$ cat src/rtl/vscale_hpm_counter_bank.sv
// ---------------------------------------------------------------------------
// vscale_hpm_counter_bank
//
// Purpose:
//   Bank of N_CNT hardware performance-monitor counters (mhpmcounter3 and up).
//   Each counter counts one event picked from the events vector by its
//   mhpmevent selector. Counters can be stopped through mcountinhibit. A
//   counter that wraps from all-ones sets its overflow-pending bit, and the
//   enabled pending bits are ORed into a registered interrupt line.
//   The block sits beside the CSR file on the shared CSR bus. The CSR file
//   ORs rdata/defined into its own read path for the addresses claimed here.
//
// Ports:
//   clk            clock
//   reset          asynchronous, active-high reset
//   events         per-cycle event strobes
//   addr           CSR address
//   cmd            CSR command (cmd[2] = access, cmd[1]|cmd[0] = write;
//                  01 write, 10 set, 11 clear)
//   wdata          CSR write operand
//   prv            current privilege level
//   rdata          combinational read data, 0 when addr is not claimed
//   defined        addr is claimed by this block
//   illegal_access privilege or read-only violation on a claimed address
//   ovf_irq        registered OR of enabled overflow-pending bits
//
// Configuration:
//   VSCALE_HPM_SHADOW_EN  when defined, user read-only shadows hpmcounter
//                         (12'hC03+i) and hpmcounterh (12'hC83+i) are claimed.
//                         They read like the M-mode copies, and any write to
//                         them is illegal.
// ---------------------------------------------------------------------------
module vscale_hpm_counter_bank #(
  parameter int N_CNT     = 4,
  parameter int CNT_WIDTH = 64,
  parameter int N_EVENTS  = 8,
  parameter int EVSEL_W   = 4
) (
  input  logic                clk,
  input  logic                reset,
  input  logic [N_EVENTS-1:0] events,
  input  logic [11:0]         addr,
  input  logic [2:0]          cmd,
  input  logic [31:0]         wdata,
  input  logic [1:0]          prv,
  output logic [31:0]         rdata,
  output logic                defined,
  output logic                illegal_access,
  output logic                ovf_irq
);

  logic [CNT_WIDTH-1:0] cnt   [N_CNT];
  logic [EVSEL_W-1:0]   evsel [N_CNT];
  logic [N_CNT-1:0]     inhibit;
  logic [N_CNT-1:0]     ovf;
  logic [N_CNT-1:0]     ovf_ie;

  logic             is_write;
  logic             wr_en;
  logic [31:0]      wr_val;
  logic [N_CNT-1:0] wr_lo;
  logic [N_CNT-1:0] wr_hi;
  logic [N_CNT-1:0] wr_ev;
  logic [N_CNT-1:0] cnt_inc;
  logic [N_CNT-1:0] ovf_wrap;
  logic [N_CNT-1:0] ovf_nxt;
  logic [N_CNT-1:0] ovf_ie_nxt;

  // Read mux and address claim. The user shadows alias the M-mode counters
  // only when the shadow feature is built in.
  always_comb begin
    rdata   = '0;
    defined = 1'b0;
    for (int i = 0; i < N_CNT; i++) begin
      if (addr == 12'(12'hB03 + i)) begin
        defined = 1'b1;
        rdata   = cnt[i][31:0];
      end
      if (addr == 12'(12'hB83 + i)) begin
        defined = 1'b1;
        rdata   = 32'(cnt[i] >> 32);
      end
`ifdef VSCALE_HPM_SHADOW_EN
      if (addr == 12'(12'hC03 + i)) begin
        defined = 1'b1;
        rdata   = cnt[i][31:0];
      end
      if (addr == 12'(12'hC83 + i)) begin
        defined = 1'b1;
        rdata   = 32'(cnt[i] >> 32);
      end
`endif
      if (addr == 12'(12'h323 + i)) begin
        defined = 1'b1;
        rdata   = 32'(evsel[i]);
      end
    end
    case (addr)
      12'h320: begin
        defined = 1'b1;
        rdata   = 32'(inhibit) << 3;
      end
      12'h7C0: begin
        defined = 1'b1;
        rdata   = 32'(ovf);
      end
      12'h7C1: begin
        defined = 1'b1;
        rdata   = 32'(ovf_ie);
      end
      default: ;
    endcase
  end

  // Access checks. addr[9:8] is the lowest privilege allowed to touch the
  // CSR, and addr[11:10] == 2'b11 marks a read-only CSR.
  always_comb begin
    is_write       = cmd[1] | cmd[0];
    illegal_access = defined & cmd[2] &
                     ((addr[9:8] > prv) | (is_write & (addr[11:10] == 2'b11)));
    wr_en          = cmd[2] & is_write & defined & ~illegal_access;
  end

  // Value to commit for write/set/clear. Set and clear modify the current
  // read value, so unimplemented bits stay zero.
  always_comb begin
    case (cmd[1:0])
      2'b01:   wr_val = wdata;
      2'b10:   wr_val = rdata | wdata;
      2'b11:   wr_val = rdata & ~wdata;
      default: wr_val = rdata;
    endcase
  end

  // Per-counter write strobes and the event match. Event selector value k
  // picks events[k-1]. Selector 0 and values above N_EVENTS never match.
  always_comb begin
    wr_lo   = '0;
    wr_hi   = '0;
    wr_ev   = '0;
    cnt_inc = '0;
    for (int i = 0; i < N_CNT; i++) begin
      wr_lo[i] = wr_en & (addr == 12'(12'hB03 + i));
      wr_hi[i] = wr_en & (addr == 12'(12'hB83 + i));
      wr_ev[i] = wr_en & (addr == 12'(12'h323 + i));
      for (int e = 0; e < N_EVENTS; e++) begin
        if (!inhibit[i] && events[e] && (evsel[i] == EVSEL_W'(e + 1)))
          cnt_inc[i] = 1'b1;
      end
    end
  end

  // Overflow bookkeeping. A CSR write to a counter cancels that cycle's
  // increment, so that counter cannot wrap. A fresh wrap is ORed in after
  // the CSR update, so it wins over a same-cycle clear of its pending bit.
  always_comb begin
    ovf_wrap   = '0;
    ovf_nxt    = ovf;
    ovf_ie_nxt = ovf_ie;
    for (int i = 0; i < N_CNT; i++)
      ovf_wrap[i] = cnt_inc[i] & ~wr_lo[i] & ~wr_hi[i] & (cnt[i] == '1);
    if (wr_en && (addr == 12'h7C0))
      ovf_nxt = wr_val[N_CNT-1:0];
    if (wr_en && (addr == 12'h7C1))
      ovf_ie_nxt = wr_val[N_CNT-1:0];
    ovf_nxt = ovf_nxt | ovf_wrap;
  end

  // State update. A CSR write to either half of a counter takes priority
  // over that counter's increment. The interrupt is registered from the
  // next-state pending and enable bits, so it tracks them with no extra lag.
  always_ff @(posedge clk or posedge reset) begin
    if (reset) begin
      for (int i = 0; i < N_CNT; i++) begin
        cnt[i]   <= '0;
        evsel[i] <= '0;
      end
      inhibit <= '0;
      ovf     <= '0;
      ovf_ie  <= '0;
      ovf_irq <= 1'b0;
    end else begin
      for (int i = 0; i < N_CNT; i++) begin
        if (wr_lo[i])
          cnt[i][31:0] <= wr_val;
        else if (wr_hi[i])
          cnt[i][CNT_WIDTH-1:32] <= wr_val[CNT_WIDTH-33:0];
        else if (cnt_inc[i])
          cnt[i] <= cnt[i] + CNT_WIDTH'(1);
        if (wr_ev[i])
          evsel[i] <= wr_val[EVSEL_W-1:0];
      end
      if (wr_en && (addr == 12'h320))
        inhibit <= wr_val[N_CNT+2:3];
      ovf     <= ovf_nxt;
      ovf_ie  <= ovf_ie_nxt;
      ovf_irq <= |(ovf_nxt & ovf_ie_nxt);
    end
  end

endmodule

$ cat config.mk
export PLATFORM = sky130hd
export DESIGN_NAME = vscale_hpm_counter_bank
export DESIGN_NICKNAME = d
export VERILOG_FILES = /design/src/rtl/vscale_hpm_counter_bank.sv
export SDC_FILE = /design/constraint.sdc
export NUM_CORES = 1
export LEC_CHECK = 0
export ABC_CLOCK_PERIOD_IN_PS = 9040
export BUFFER_PORTS_ARGS = -buffer_cell sky130_fd_sc_hd__buf_2
export CORE_ASPECT_RATIO = 1.25
export CORE_MARGIN = 3
export CORE_UTILIZATION = 50
export CTS_CLUSTER_SIZE = 12
export DETAILED_ROUTE_END_ITERATION = 6
export PLACE_DENSITY = 0.7
export SYNTH_ARGS = -nofsm -noshare
export SYNTH_HDL_FRONTEND = slang
export SYNTH_SLANG_ARGS = --single-unit
$ cat constraint.sdc
create_clock -name clk -period 9.04 [get_ports clk]
set_clock_uncertainty 0.15 [all_clocks]
set_input_delay 0 -clock clk [delete_from_list [all_inputs] [get_ports clk]]
set_output_delay 0 -clock clk [all_outputs]
set_load 0.1 [all_outputs]
# After elaboration in Yosys (flattened, before gate mapping)
# Index checks and enable logic that the tools add are counted.
# W data, S select, Z words.
totals:
  output_inout_bits: 35
  ff_bits: 285
  input_bits: 59
  wordCells: 292
op_classes:
  n_lt_le_gt_ge: 1
  n_mux: 77
  bitwise_logic: 46
  reduce_logical: 89
  n_eq_ne: 59
  add_sub_neg: 4
op_table:
  columns: ["cell", "n"]
  rows:
  - ["$mux W32", 24]
  - ["$add A64 B1 Y64 const B", 4]
  - ["$eq A64 B64 Y1 const B", 4]
  - ["$mux W64", 4]
  - ["$pmux W32 S3", 2]
  - ["$eq A12 B12 Y1 const B", 8]
  - ["$logic_and A1 B1 Y1", 67]
  - ["$eq A4 B3 Y1 const B", 16]
  - ["$eq A12 B10 Y1 const B", 5]
  - ["$mux W1", 45]
  - ["$and A32 B32 Y32", 1]
  - ["$eq A4 B2 Y1 const B", 8]
  - ["$not A32 Y32", 1]
  - ["$or A32 B32 Y32", 1]
  - ["$and A1 B1 Y1", 30]
  - ["$eq A12 B11 Y1 const B", 2]
  - ["$eq A4 B1 Y1 const B", 4]
  - ["$eq A4 B4 Y1 const B", 4]
  - ["$reduce_and A2 Y1", 8]
  - ["$reduce_bool A2 Y1", 8]
  - ["$not A1 Y1", 9]
  - ["$mux W4", 2]
  - ["$ne A2 B2 Y1 const B", 4]
  - ["$eq A2 B2 Y1 const B", 3]
  - ["8 further kinds", 12]

# Depth between registers and ports, before layout
logic_depth:
  ltp_word: 26
  depth_mapped: 14
  mapped_depth_nobuf: 10

# Worst setup path before layout
# Ideal clock, no wire load.
synth_timing:
  path_type: "input port to flip-flop"
  startpoint: "in addr[4]"
  endpoint: "reg cnt[127] (netlist name)"
  stages: 9
  arrival_time_ps: 3989
  required_time_ps: 8793
  n_path_buf: 3
  setup_slack_ps: 4804
  setup_ps: 97
  path_cell_list: "or4b_4 > buf_6 > nor3_4 > buf_4 > buf_4 > a221oi_1 > a31oi_1 > o21ai_1 > a211oi_1"
synth_between:
  elab_cells_between_ends: 56
  classes_between: "eq/ne: 15; mux: 28; bitwise: 10; reduce/logical: 3"
synth_rtl:
  columns: ["element", "line", "source"]
  rows:
  - ["start, declared", "42", "input logic [11:0] addr,"]
  - ["$eq A12 B12 Y1", "75", "if (addr == 12'(12'hB03 + i)) begin"]
  - ["$mux W32", "75", null]
  - ["$mux W32", "79", "if (addr == 12'(12'hB83 + i)) begin"]
  - ["$mux W32", "93", "if (addr == 12'(12'h323 + i)) begin"]
  - ["$mux W32", "75", null]
  - ["$mux W32", "79", null]
  - ["$mux W32", "93", null]
  - ["$mux W32", "75", null]
  - ["[2 not listed]", null, null]
  - ["$mux W32", "75", null]
  - ["$mux W32", "79", null]
  - ["$mux W32", "93", null]
  - ["$pmux W32 S3 *", "98", "case (addr)"]
  - ["named net rdata[31]", "46", "output logic [31:0] rdata,"]
  - ["$and A32 B32 Y32 or $or A32 B32 Y32 (tied branches)", "130, 129", null]
  - ["$pmux W32 S3 *", "127", "case (cmd[1:0])"]
  - ["$mux W32 *", "186", "else if (wr_hi[i])"]
  - ["end signal, assigned by index", "185", "cnt[i][31:0] <= wr_val;"]
  - ["end signal, assigned by index", "187", "cnt[i][CNT_WIDTH-1:32] <= wr_val[CNT_WIDTH-33:0];"]
  - ["end signal, assigned by index", "189", "cnt[i] <= cnt[i] + CNT_WIDTH'(1);"]
  - ["end, declared", "52", "logic [CNT_WIDTH-1:0] cnt [N_CNT];"]
# The timed path passes the listed nets; every way through them passes the cells marked *.
# A chain may end at the register's enable or synchronous reset.

# Worst setup path after layout
layout_timing:
  startpoint: "reg evsel[0] (netlist name)"
  endpoint: "reg ovf_irq"
layout_between:
  elab_chain_cells: 16
  elab_cells_between_ends: 37
  classes_between: "eq/ne: 8; mux: 13; bitwise: 7; reduce/logical: 9"
layout_rtl:
  columns: ["element", "line", "source"]
  rows:
  - ["start, declared", "53", "logic [EVSEL_W-1:0] evsel [N_CNT];"]
  - ["start signal, assigned by index", "191", "evsel[i] <= wr_val[EVSEL_W-1:0];"]
  - ["$eq A4 B1 Y1", "147", "if (!inhibit[i] && events[e] && (evsel[i] == EVSEL_W'(e + 1)))"]
  - ["$logic_and A1 B1 Y1", "147", null]
  - ["$mux W1 (7 in a row)", "147", null]
  - ["$mux W1 *", "147", null]
  - ["$and A1 B1 Y1 * (3 in a row)", "161", "ovf_wrap[i] = cnt_inc[i] & ~wr_lo[i] & ~wr_hi[i] & (cnt[i] == '1);"]
  - ["$or A4 B4 Y4 *", "166", "ovf_nxt = ovf_nxt | ovf_wrap;"]
  - ["named net ovf_nxt[3]", "66", "logic [N_CNT-1:0] ovf_nxt;"]
  - ["$and A4 B4 Y4 *", "197", "ovf_irq <= |(ovf_nxt & ovf_ie_nxt);"]
  - ["$reduce_or A4 Y1 *", "197", null]
  - ["end signal, assigned", "197", null]
  - ["end, declared", "49", "output logic ovf_irq"]
# Marked as above.

==> results.yml <==
timing:
  finalSetupViolations: 0
  rsz0062_at_grt: "false"
  max-slew-margin-rel_pct: 14.06
  tightest_slew_ns: 1.283
  layout_min_cycle_time_ns: 4.585
  fin_hold_ws_ns: 0.05713
  fmax_ghz: 0.2181
  fin_ws_ns: 4.455
  period_share_pct: 50.72
  tns_ns: 0
  hold_viol: 0
  slew_viol_final: 0
setup_path:
  cp_max_fo: 20
  path_class: "reg2reg"
  start_kind: "flop"
  r2r_slack_ns: 4.45
  worstPathRequired_ns: 9.35
  critPathCaptureType: "flop"
  arrival_ns: 4.90
global_routing:
  track_usage_pct: 44.82
  grt_pass1_wl_um: 147200
  grt_pass1_vias: 21660
  antenna_found_initial: 3
  grt_overflow: 0
  grt_max_degree: 89
floorplan:
  chipWidth_um: 188.6
  fp.dieH_um: 234.3
  coreArea_mm2: 0.04112
  initial_core_util_pct: 50.68
  num_rows: 83
  ioPinCount: 94
  die-area_mm2: 0.04419
cells_and_area:
  area_growth_pct: 10.09
  post-route-util_pct: 55.79
  drive_above_1_share_pct: 10.85
  final_cell_mix: "dfrtp_1, nand2_1, a21oi_1, nor2_1, o21ai_0"
  layout_commonest_cell: "dfrtp_1"
  fill_cells: 3944
  layout.nets: 2688
synth:
  yosysWarningCount: 0
  ys_seq_elements: 285
  ys.flop_type: "dfrtp_1"
  yosys.area.top_type: "dfrtp_1"
  synth_top_area_share_pct: 34.22
  ys_seq_area_share_pct: 34.22
  synth_fp_nets: 2663
  async_flop_share_pct: 100.0
  avgSynthCellArea_um2: 8.023
  synth_cell_types: 99
  netlist_area_mm2: 0.02084
  synth_cells: 2598
  synth_area_leaders: "dfrtp_1, a21oi_1, nand2_1"
  synth-edff-count: 0
routing:
  met1_length_um: 35710
  drt_wl_total_um: 101400
  viasPerCell: 7.222
  drt_iter0_markers: 3453
  routedWlPerCell_um: 31.69
  dr_wl_met3_um: 12110
  num_vias: 23100
  highest_layer: "met5"
  ant_nets: 0
  remaining_drc_errors: 35
  first_pass_iters: 7
  dr_wl_met2_um: 44120
place:
  portBuffers: 93
  gp_congestion: 1.062
  hpwl_um: 74380
  dpl_worst_slack_ns: 4.543
clocking:
  cts_num_sinks: 285
  cts_buffers: 35
  cts_tree: "built"
  clk_latency_ns: 0.55
  cts.path.max_buffers: 3
  path_clk_slew_ns: 0.06
  cts_root_buf: "clkbuf_16"
  htreeDepth: 2
pwr:
  peakVddDrop_v: 0.0001571
  power_density_mw_per_mm2: 128.5
  finalPower_mw: 2.947
  p_leak_nw: 9.103
status:
  violations: "DRC"
  status: "finished, violations left"
flow_run:
  drv_cap: 0
hold_path:
  hp-class: "in2reg"
==> layer usage <==
layer  global-route usage, %  vias up
met2                   69.61     1592
li1                        -     9775
met5                       0        -
met3                   14.00      482
met1                   52.82    11250
met4                   31.92        4
==> where the power goes <==
part,internal (mW),switching [mW],leakage [nW]
logic,0.0618,0.201,4.72
clock network,0.794,0.592,0.531
registers,1.28,0.0147,3.85
total,2.14,0.808,9.10
==> timing repair <==
item	in CTS	in global routing
hold buffers	16	0
buffers inserted	0	0
hold endpoints to repair	125	0
gates resized for setup	0	0
==> area by class of cell <==
type                    instances  area, um^2  share of cell area, %
well taps                     552       690.7                  3.010
repair buffers                161        1016                  4.428
clock buffers                  55        1051                  4.581
inverters                      53       206.4                 0.8998
diodes                          2       5.005                0.02181
clock inverters                 4       23.77                 0.1036
multi-input cells            2087       12820                  55.87
flip-flops and latches        285        7132                  31.08
==> cells in the mapped netlist, types with 25 or more instances <==
cell type	number
a211oi_1	25
a21oi_1	245
a221oi_1	37
and3_1	55
and4_1	30
buf_2	39
clkbuf_1	109
dfrtp_1	285
inv_1	53
mux2i_1	48
nand2_1	273
nand3_1	161
nand4_1	85
nor2_1	230
nor3_1	88
nor4_1	38
o211ai_1	29
o21ai_0	187
xnor2_1	93
xor2_1	50
==> kinds of logic after synthesis <==
family	after synthesis	synth area share, %
buffers and inverters	226	4.676
AND/OR/NAND/NOR	1114	27.95
XOR/XNOR	143	6.009
AO/OA/AOI/OAI	766	23.72
adder cells (fa/ha/maj)	6	0.3602
multiplexers	58	3.062
flip-flops	285	34.22
==> per-stage QoR <==
step	cells	cell area [um^2]
global placement	3122	21700
finish	3199	22940
CTS	3197	22940
floorplan	2598	20840
detailed placement	3122	21700
global route	3197	22940
==> registers in the layout (all words and copies together), names as in the netlist <==
name / flops
cnt: 256
evsel: 16
ovf: 4
ovf_irq: 1
ovf_ie: 4
inhibit: 4
==> path summary, 6_finish.rpt <==
check	start	endpoint	cells after the start
max in group asynchronous	reset	cnt[209]	5
max reg2reg	evsel[0]	ovf_irq	8
min in group asynchronous	reset	cnt[62]	4
max	evsel[0]	ovf_irq	8
min	wdata[8]	cnt[8]	4
min reg2reg	ovf_ie[3]	ovf_ie[3]	2
==> worst max-delay path, stage by stage (launching register included) <==
cell	delay [ns]
dfrtp_1	0.48
mux2i_1	0.16
mux4_2	0.46
o21ai_1	0.43
nor2b_1	0.79
nand3_1	0.84
o41ai_1	0.79
a21bo_2	0.29
o211ai_1	0.10
No activity file was read; power rests on OpenSTA's default activity.
